===== config.mk =====
export PLATFORM = sky130hd
export DESIGN_NAME = ascii_cmd_parser_flat
export DESIGN_NICKNAME = d
export VERILOG_FILES = /design/src/rtl/ascii_cmd_parser_if.sv /design/src/rtl/ascii_cmd_parser.sv /design/src/flat_wrapper.sv
export SDC_FILE = /design/constraint.sdc
export NUM_CORES = 1
export LEC_CHECK = 0
export CORE_UTILIZATION = 30
export DETAILED_ROUTE_END_ITERATION = 12
export GPL_TIMING_DRIVEN = 0
export HOLD_SLACK_MARGIN = 0.15
export PLACE_DENSITY = 0.52
export SYNTH_ARGS = -nofsm -noshare
export SYNTH_HDL_FRONTEND = slang
export SYNTH_SLANG_ARGS = --single-unit

===== constraint.sdc =====
create_clock -name CLK -period 3.1 [get_ports CLK]
set_input_delay 0.465 -clock CLK [delete_from_list [all_inputs] [get_ports CLK]]
set_output_delay 0.465 -clock CLK [all_outputs]
set_load 0.05 [all_outputs]

===== src/rtl/ascii_cmd_parser_if.sv =====
// Bundle of the RX-FIFO side and command side of the ASCII command parser.
// The parser uses the master view; the FIFO/ALU environment uses the slave view.
interface ascii_cmd_parser_if #(
  parameter int DATA_W = 8,
  parameter int OPC_W  = 6
);
  // RX FIFO side (show-ahead head byte)
  logic              FIFO_EMPTY;
  logic [7:0]        RX_DATA;
  logic              RD_FIFO;

  // Command side towards the ALU handler
  logic [DATA_W-1:0] OP_A;
  logic [DATA_W-1:0] OP_B;
  logic [OPC_W-1:0]  OPCODE;
  logic              CMD_VALID;
  logic              CMD_READY;

  // Error reporting and debug
  logic              ERR;
  logic [1:0]        ERR_CODE;
  logic [2:0]        STATE;

  modport master (
    input  FIFO_EMPTY, RX_DATA, CMD_READY,
    output RD_FIFO, OP_A, OP_B, OPCODE, CMD_VALID, ERR, ERR_CODE, STATE
  );

  modport slave (
    output FIFO_EMPTY, RX_DATA, CMD_READY,
    input  RD_FIFO, OP_A, OP_B, OPCODE, CMD_VALID, ERR, ERR_CODE, STATE
  );
endinterface


===== src/rtl/ascii_cmd_parser.sv =====
// ASCII command parser: reads "<A><op><B>CR" lines from the RX FIFO, one
// character per cycle, and presents a complete ALU command with valid/ready.
// Malformed lines raise a one-cycle ERR pulse and are discarded up to CR.
module ascii_cmd_parser #(
  parameter int DATA_W     = 8,
  parameter int MAX_DIGITS = 3,
  parameter int OPC_W      = 6
) (
  input logic               CLK,
  input logic               RESET,
  ascii_cmd_parser_if.master bus
);

  localparam int ACC_W = DATA_W + 4;
  localparam int CNT_W = $clog2(MAX_DIGITS + 1);

  typedef enum logic [2:0] {
    A_DIG = 3'd0,
    B_DIG = 3'd1,
    HOLD  = 3'd2,
    FLUSH = 3'd3
  } state_t;

  localparam logic [1:0] ERR_BAD      = 2'd0;
  localparam logic [1:0] ERR_TOO_LONG = 2'd1;
  localparam logic [1:0] ERR_OVERFLOW = 2'd2;
  localparam logic [1:0] ERR_SYNTAX   = 2'd3;

  // Registered state
  state_t            r_state;
  logic [DATA_W-1:0] r_acc;
  logic [CNT_W-1:0]  r_cnt;
  logic [DATA_W-1:0] r_op_a;
  logic [DATA_W-1:0] r_op_b;
  logic [OPC_W-1:0]  r_opcode;
  logic              r_cmd_valid;
  logic              r_err;
  logic [1:0]        r_err_code;

  // Next-state values
  state_t            w_nxt_state;
  logic [DATA_W-1:0] w_nxt_acc;
  logic [CNT_W-1:0]  w_nxt_cnt;
  logic [DATA_W-1:0] w_nxt_op_a;
  logic [DATA_W-1:0] w_nxt_op_b;
  logic [OPC_W-1:0]  w_nxt_opcode;
  logic              w_nxt_cmd_valid;
  logic [1:0]        w_nxt_err_code;

  // Character decode and arithmetic
  logic              w_rd;
  logic              w_is_digit;
  logic              w_is_cr;
  logic              w_is_ign;
  logic              w_is_op;
  logic [OPC_W-1:0]  w_op_map;
  logic [3:0]        w_digit;
  logic [ACC_W-1:0]  w_acc_next;
  logic              w_ovf;
  logic              w_too_long;
  logic              w_fire;
  logic [1:0]        w_fire_code;

  // Pop the head byte whenever a reading state sees data; never during reset.
  assign w_rd = RESET && !bus.FIFO_EMPTY &&
                ((r_state == A_DIG) || (r_state == B_DIG) || (r_state == FLUSH));

  assign w_digit    = bus.RX_DATA[3:0];
  assign w_acc_next = ACC_W'(r_acc) * ACC_W'(10) + ACC_W'(w_digit);
  assign w_ovf      = (w_acc_next[ACC_W-1:DATA_W] != '0);
  assign w_too_long = (r_cnt == CNT_W'(MAX_DIGITS));

  // Classify the head byte and map operator characters to ALU funct codes.
  // NOTE: every output of a combinational block gets a default before any
  // branch; a path that leaves one unassigned would infer a latch.
  always_comb begin
    w_is_digit = (bus.RX_DATA >= 8'h30) && (bus.RX_DATA <= 8'h39);
    w_is_cr    = (bus.RX_DATA == 8'h0D);
    w_is_ign   = (bus.RX_DATA == 8'h20) || (bus.RX_DATA == 8'h0A);
    w_is_op    = 1'b1;
    w_op_map   = '0;
    case (bus.RX_DATA)
      8'h2B:   w_op_map = OPC_W'(6'b100000);  // '+'
      8'h2D:   w_op_map = OPC_W'(6'b100010);  // '-'
      8'h26:   w_op_map = OPC_W'(6'b100100);  // '&'
      8'h7C:   w_op_map = OPC_W'(6'b100101);  // '|'
      8'h5E:   w_op_map = OPC_W'(6'b100110);  // '^'
      8'h7E:   w_op_map = OPC_W'(6'b100111);  // '~'
      8'h3E:   w_op_map = OPC_W'(6'b000010);  // '>' SRL
      8'h5D:   w_op_map = OPC_W'(6'b000011);  // ']' SRA
      default: w_is_op  = 1'b0;
    endcase
  end

  // Next-state and datapath decisions for the parser FSM.
  // NOTE: combinational blocks use blocking '=' so later lines see earlier
  // results; the clocked block below uses non-blocking '<=' only.
  always_comb begin
    w_nxt_state     = r_state;
    w_nxt_acc       = r_acc;
    w_nxt_cnt       = r_cnt;
    w_nxt_op_a      = r_op_a;
    w_nxt_op_b      = r_op_b;
    w_nxt_opcode    = r_opcode;
    w_nxt_cmd_valid = r_cmd_valid;
    w_nxt_err_code  = r_err_code;
    w_fire          = 1'b0;
    w_fire_code     = ERR_BAD;

    case (r_state)
      A_DIG: begin
        if (w_rd) begin
          if (w_is_ign) begin
            // space / LF: consumed, no effect
          end else if (w_is_digit) begin
            if (w_too_long) begin
              w_fire      = 1'b1;
              w_fire_code = ERR_TOO_LONG;
            end else if (w_ovf) begin
              w_fire      = 1'b1;
              w_fire_code = ERR_OVERFLOW;
            end else begin
              w_nxt_acc = w_acc_next[DATA_W-1:0];
              w_nxt_cnt = r_cnt + CNT_W'(1);
            end
          end else if (w_is_op) begin
            if (r_cnt != '0) begin
              w_nxt_op_a   = r_acc;
              w_nxt_opcode = w_op_map;
              w_nxt_acc    = '0;
              w_nxt_cnt    = '0;
              w_nxt_state  = B_DIG;
            end else begin
              w_fire      = 1'b1;
              w_fire_code = ERR_SYNTAX;
            end
          end else if (w_is_cr) begin
            // An empty line is silently skipped; a lone first operand is not.
            if (r_cnt != '0) begin
              w_fire      = 1'b1;
              w_fire_code = ERR_SYNTAX;
            end
          end else begin
            w_fire      = 1'b1;
            w_fire_code = ERR_BAD;
          end
        end
      end

      B_DIG: begin
        if (w_rd) begin
          if (w_is_ign) begin
            // space / LF: consumed, no effect
          end else if (w_is_digit) begin
            if (w_too_long) begin
              w_fire      = 1'b1;
              w_fire_code = ERR_TOO_LONG;
            end else if (w_ovf) begin
              w_fire      = 1'b1;
              w_fire_code = ERR_OVERFLOW;
            end else begin
              w_nxt_acc = w_acc_next[DATA_W-1:0];
              w_nxt_cnt = r_cnt + CNT_W'(1);
            end
          end else if (w_is_cr) begin
            if (r_cnt != '0) begin
              w_nxt_op_b      = r_acc;
              w_nxt_acc       = '0;
              w_nxt_cnt       = '0;
              w_nxt_cmd_valid = 1'b1;
              w_nxt_state     = HOLD;
            end else begin
              w_fire      = 1'b1;
              w_fire_code = ERR_SYNTAX;
            end
          end else begin
            // A second operator is as malformed as any unknown character.
            w_fire      = 1'b1;
            w_fire_code = ERR_BAD;
          end
        end
      end

      HOLD: begin
        if (r_cmd_valid && bus.CMD_READY) begin
          w_nxt_cmd_valid = 1'b0;
          w_nxt_state     = A_DIG;
        end
      end

      FLUSH: begin
        if (w_rd && w_is_cr) begin
          w_nxt_state = A_DIG;
        end
      end

      default: begin
        w_nxt_state = A_DIG;
      end
    endcase

    // Any parse error drops the partial line; a CR offender already ended it.
    if (w_fire) begin
      w_nxt_acc      = '0;
      w_nxt_cnt      = '0;
      w_nxt_err_code = w_fire_code;
      w_nxt_state    = w_is_cr ? A_DIG : FLUSH;
    end
  end

  // State and datapath registers with asynchronous active-low reset.
  always_ff @(posedge CLK or negedge RESET) begin
    if (!RESET) begin
      r_state     <= A_DIG;
      r_acc       <= '0;
      r_cnt       <= '0;
      r_op_a      <= '0;
      r_op_b      <= '0;
      r_opcode    <= '0;
      r_cmd_valid <= 1'b0;
      r_err       <= 1'b0;
      r_err_code  <= '0;
    end else begin
      r_state     <= w_nxt_state;
      r_acc       <= w_nxt_acc;
      r_cnt       <= w_nxt_cnt;
      r_op_a      <= w_nxt_op_a;
      r_op_b      <= w_nxt_op_b;
      r_opcode    <= w_nxt_opcode;
      r_cmd_valid <= w_nxt_cmd_valid;
      r_err       <= w_fire;
      r_err_code  <= w_nxt_err_code;
    end
  end

  assign bus.RD_FIFO   = w_rd;
  assign bus.OP_A      = r_op_a;
  assign bus.OP_B      = r_op_b;
  assign bus.OPCODE    = r_opcode;
  assign bus.CMD_VALID = r_cmd_valid;
  assign bus.ERR       = r_err;
  assign bus.ERR_CODE  = r_err_code;
  assign bus.STATE     = r_state;

endmodule


===== src/flat_wrapper.sv =====
// flat-port wrapper written by rule: the top's interface ports become plain ports
module ascii_cmd_parser_flat 
#(
  parameter int DATA_W     = 8,
  parameter int MAX_DIGITS = 3,
  parameter int OPC_W      = 6
)
  (CLK, RESET, bus_FIFO_EMPTY, bus_RX_DATA, bus_CMD_READY, bus_RD_FIFO, bus_OP_A, bus_OP_B, bus_OPCODE, bus_CMD_VALID, bus_ERR, bus_ERR_CODE, bus_STATE);
  ascii_cmd_parser_if #(.DATA_W(DATA_W), .OPC_W(OPC_W)) bus_i ();
  input logic CLK;
  input logic RESET;
  input wire logic [$bits(bus_i.FIFO_EMPTY)-1:0] bus_FIFO_EMPTY;
  input wire logic [$bits(bus_i.RX_DATA)-1:0] bus_RX_DATA;
  input wire logic [$bits(bus_i.CMD_READY)-1:0] bus_CMD_READY;
  output wire logic [$bits(bus_i.RD_FIFO)-1:0] bus_RD_FIFO;
  output wire logic [$bits(bus_i.OP_A)-1:0] bus_OP_A;
  output wire logic [$bits(bus_i.OP_B)-1:0] bus_OP_B;
  output wire logic [$bits(bus_i.OPCODE)-1:0] bus_OPCODE;
  output wire logic [$bits(bus_i.CMD_VALID)-1:0] bus_CMD_VALID;
  output wire logic [$bits(bus_i.ERR)-1:0] bus_ERR;
  output wire logic [$bits(bus_i.ERR_CODE)-1:0] bus_ERR_CODE;
  output wire logic [$bits(bus_i.STATE)-1:0] bus_STATE;
  assign bus_i.FIFO_EMPTY = bus_FIFO_EMPTY;
  assign bus_i.RX_DATA = bus_RX_DATA;
  assign bus_i.CMD_READY = bus_CMD_READY;
  assign bus_RD_FIFO = bus_i.RD_FIFO;
  assign bus_OP_A = bus_i.OP_A;
  assign bus_OP_B = bus_i.OP_B;
  assign bus_OPCODE = bus_i.OPCODE;
  assign bus_CMD_VALID = bus_i.CMD_VALID;
  assign bus_ERR = bus_i.ERR;
  assign bus_ERR_CODE = bus_i.ERR_CODE;
  assign bus_STATE = bus_i.STATE;
  ascii_cmd_parser #(.DATA_W(DATA_W), .MAX_DIGITS(MAX_DIGITS), .OPC_W(OPC_W)) u_core (.CLK(CLK), .RESET(RESET), .bus(bus_i));
endmodule

==> impl_results.md <==
- All-Layer GR Usage: a little over an eighth
- Clock transition at path regs: around 0.080 ns
- Die height: around 94 um
- Clock skew: about 0.0056 ns
- Vias per Instance: between 4 and 5
- Final Max Tran Viols: 0
- Setup WS post-layout: approximately 0.16 ns
- Most common cell after layout, fill and taps aside: clkdlybuf4s50_1
- I/O Buffers: 36
- Hold crit path type: input port to asynchronous set/reset pin
- # fillers: just over 800
- Predominant post-synthesis flop cell: dfrtp_1
- DRC Markers: 0
- Most frequent cells in the layout: clkdlybuf4s50_1 (34), dfrtp_1 (32), ha_1 (20), nor2_1 (17), nand2_1 (16)
- Worst slew pin tran: approximately 0.82 ns
- Most area-consuming cells after synthesis: dfrtp_1 (35%), ha_1 (11%), mux2_2 (6.2%)
- Nets@finish: around 330
- Clock sinks: 36
- Vias: between 1,500 and 2,000
- Antenna cells: 0
- Flop pwr share: a little over a third
- Starting Density: between 30% and 40%
- Drt wl/cell: approximately 14 um
- Area delta synth->final: 28.2%
- Final min period: 2.94 ns
- Number of flops mapped to enable cells by yosys: 0
- Clk buf depth: 2
- Critical Path Source Type: flip-flop
- Post-route ant nets: 0
- Netlist cell types: 56
- CTS Buf Count: 5
- Final Setup Violations: 0
- CTS tree: yes
- Normalized max-slew margin: 44.7%
- Clock tree root buffer cell: clkbuf_8
- Clock Latency Late Sink: a little under 0.3 ns
- P_int: ~990 uW
- Rows: 33
- CP required: 3.28 ns
- Power Dens Cells: around 480 nW/um2
- Cell Area, Synth: 2560 um2
- Synth async-reset ratio: 100%
- Sequential fraction of the synthesis area: roughly a third
- FF+latch count, synth: 36
- Core area: 8220 um2
- Die width: between 90 and 100 um
- Synth warn: 0
- Hold_buf cts: 0
- Violation count after the first detailed-route iteration: 38
- CP Data Arrival Time: 3.12 ns
- Logic pwr share: 38.5%
- Cell taking the most area after synthesis: dfrtp_1
- Worst hold slack: between 0.15 and 0.2 ns
- CTS H-tree lvls: 2
- Hold Vio Cnt, Final: 0
- Psw: about 580 uW
- Fin cells: approximately 400
- Fraction of layout cells with a size suffix above 1: about a quarter
- Peak Freq: roughly 0.34 GHz
- Ports: 42
- Post-synthesis cell count: ~240
- Top cell type's share of synthesized area: 35.2%
- DR pass1 iterations: 4
- Final instance area: 3280 um2
- Placed cell areas: roughly 3100 um2
- Switching share of total power: 37.1%
- Post-DP HPWL: 4.17 mm
- Total gr overflow: 0
- GP Congestion: ~0.75
- Vias in the first global route: about 1,900
- Setup Crit Path Kind: flip-flop to flip-flop
- Max VDD drop: roughly 0.30 mV
- Max FO, Critical Path: 5
- Placed Cells: 385
- Final period util: roughly 95%
- Initial antenna violation count: 0
- Max cap viols: 0
- Syn Area/Cell: 10.6 um2
- First-pass GRT wire length: 9.35 mm
- P_leak: around 1.5 nW
- Largest net degree at the start of global routing: 38
- Final wirelength: 5.60 mm
- Setup crit end kind: flip-flop
- Die area: 8890 um2
- Clock share of power: 26.3%
- Status: finished, final reports clean
- Dpl ws: -0.453 ns
[routing by layer]
layer | routed length (um) | up-vias | global-route usage (%)
met5 | 0 | - | 0
met4 | 113 | 0 | 5.00
met3 | 198 | 8 | 1.94
met2 | 2640 | 44 | 21.7
met1 | 2660 | 947 | 18.3
li1 | - | 985 | -
[path summary, 6_finish.rpt]
path                                 startpoint                      to  slack, ns  cells after the start
max                             u_core.r_acc[2]  u_core.bus.ERR_CODE[1]       0.16                     10
min                                       RESET      u_core.bus.OP_A[4]       0.16                      1
max reg2reg                     u_core.r_acc[2]  u_core.bus.ERR_CODE[1]       0.16                     10
min reg2reg                u_core.bus.OPCODE[1]    u_core.bus.OPCODE[1]       0.48                      2
max in group asynchronous                 RESET         u_core.r_acc[4]       2.55                      1
min in group CLK           u_core.bus.OPCODE[1]    u_core.bus.OPCODE[1]       0.48                      2
[repair_timing]
action                                  CTS  global route
cloned                                    0             0
resized for setup                         5            12
buffers inserted                          3             2
pin swaps                                 2             3
hold endpoints to repair                  0             0
endpoints found under the setup margin   14            10
[power by group through the flow]
stage	clock network (mW)	logic [mW]	registers, mW
finish	0.412	0.604	0.553
global placement	0	0.567	0.561
global route	0.443	0.676	0.560
detailed placement	0	0.575	0.562
floorplan	0	0.342	0.636
CTS	0.427	0.588	0.553
[synth_stat cells (2+ instances only)]
master	n
ha_1	22
nand4_1	3
a22o_1	10
nor3_1	2
or3_1	2
buf_4	4
o21ai_0	11
a211oi_1	4
fa_1	2
nor4b_1	2
xor2_1	4
o22ai_1	2
nand2b_1	6
mux2_2	14
buf_6	2
mux2_4	6
mux2i_1	4
xnor2_1	4
a21o_1	2
and3_1	2
nor4b_4	2
dfrtp_1	36
o21ai_1	3
o21a_1	2
and4_1	3
clkbuf_1	3
inv_1	6
buf_2	6
nor2_1	17
nand2_1	16
nand3_1	5
a21oi_1	11
[cell families after synthesis]
group                      count (synthesis)  share of synthesized area (%)
other                                      1                          0.147
muxes                                     24                           11.3
DFF                                       36                           35.2
and+or+nand+nor                           73                           18.4
xor gates and xnor gates                   8                           2.74
adders and majority gates                 25                           12.7
buffers and inverters                     21                           4.55
AOI/OAI and AO/OA                         54                           14.9
[worst max-delay path, cell delays in order, from the launching register on]
cell	delay, ns
dfrtp_2	0.44
ha_1	0.34
ha_1	0.34
a211oi_4	0.30
nor2_2	0.10
nor4_4	0.30
xnor2_1	0.12
and4bb_4	0.21
nor4b_4	0.21
buf_6	0.16
mux2_4	0.29
[registers in the layout (all words and copies together) (netlist names)]
signal                cells
u_core.bus.OP_A           8
u_core.bus.ERR            1
u_core.bus.OP_B           8
u_core.bus.CMD_VALID      1
u_core.r_cnt              2
u_core.bus.OPCODE         4
u_core.bus.ERR_CODE       2
u_core.r_acc              8
u_core.bus.STATE          2
[layout make-up]
class / count / area, um2 / area share (%)
clock inverter: 3 / 42.5 / 1.30
tap: 105 / 131 / 4.01
sequential: 36 / 906 / 27.6
inverter: 6 / 22.5 / 0.687
buffer: 15 / 93.8 / 2.86
clock buffer: 5 / 68.8 / 2.10
timing repair buffer: 41 / 402 / 12.3
multi-input combinational: 187 / 1610 / 49.1
[stage by stage]
| step | utilization, % | setup TNS (ns) | power, mW |
|---|---|---|---|
| 3_5_place_dp | 37.1 | -5.43 | 1.14 |
| 3_3_place_gp | 37.2 | -37.38 | 1.13 |
| 4_1_cts | 39.0 | 0 | 1.57 |
| 2_1_floorplan | - | 0 | 0.978 |
| 5_1_grt | 39.9 | -0.00422 | 1.68 |
| 6_report | 39.9 | 0 | 1.57 |
No activity file was read; power rests on OpenSTA's default activity.
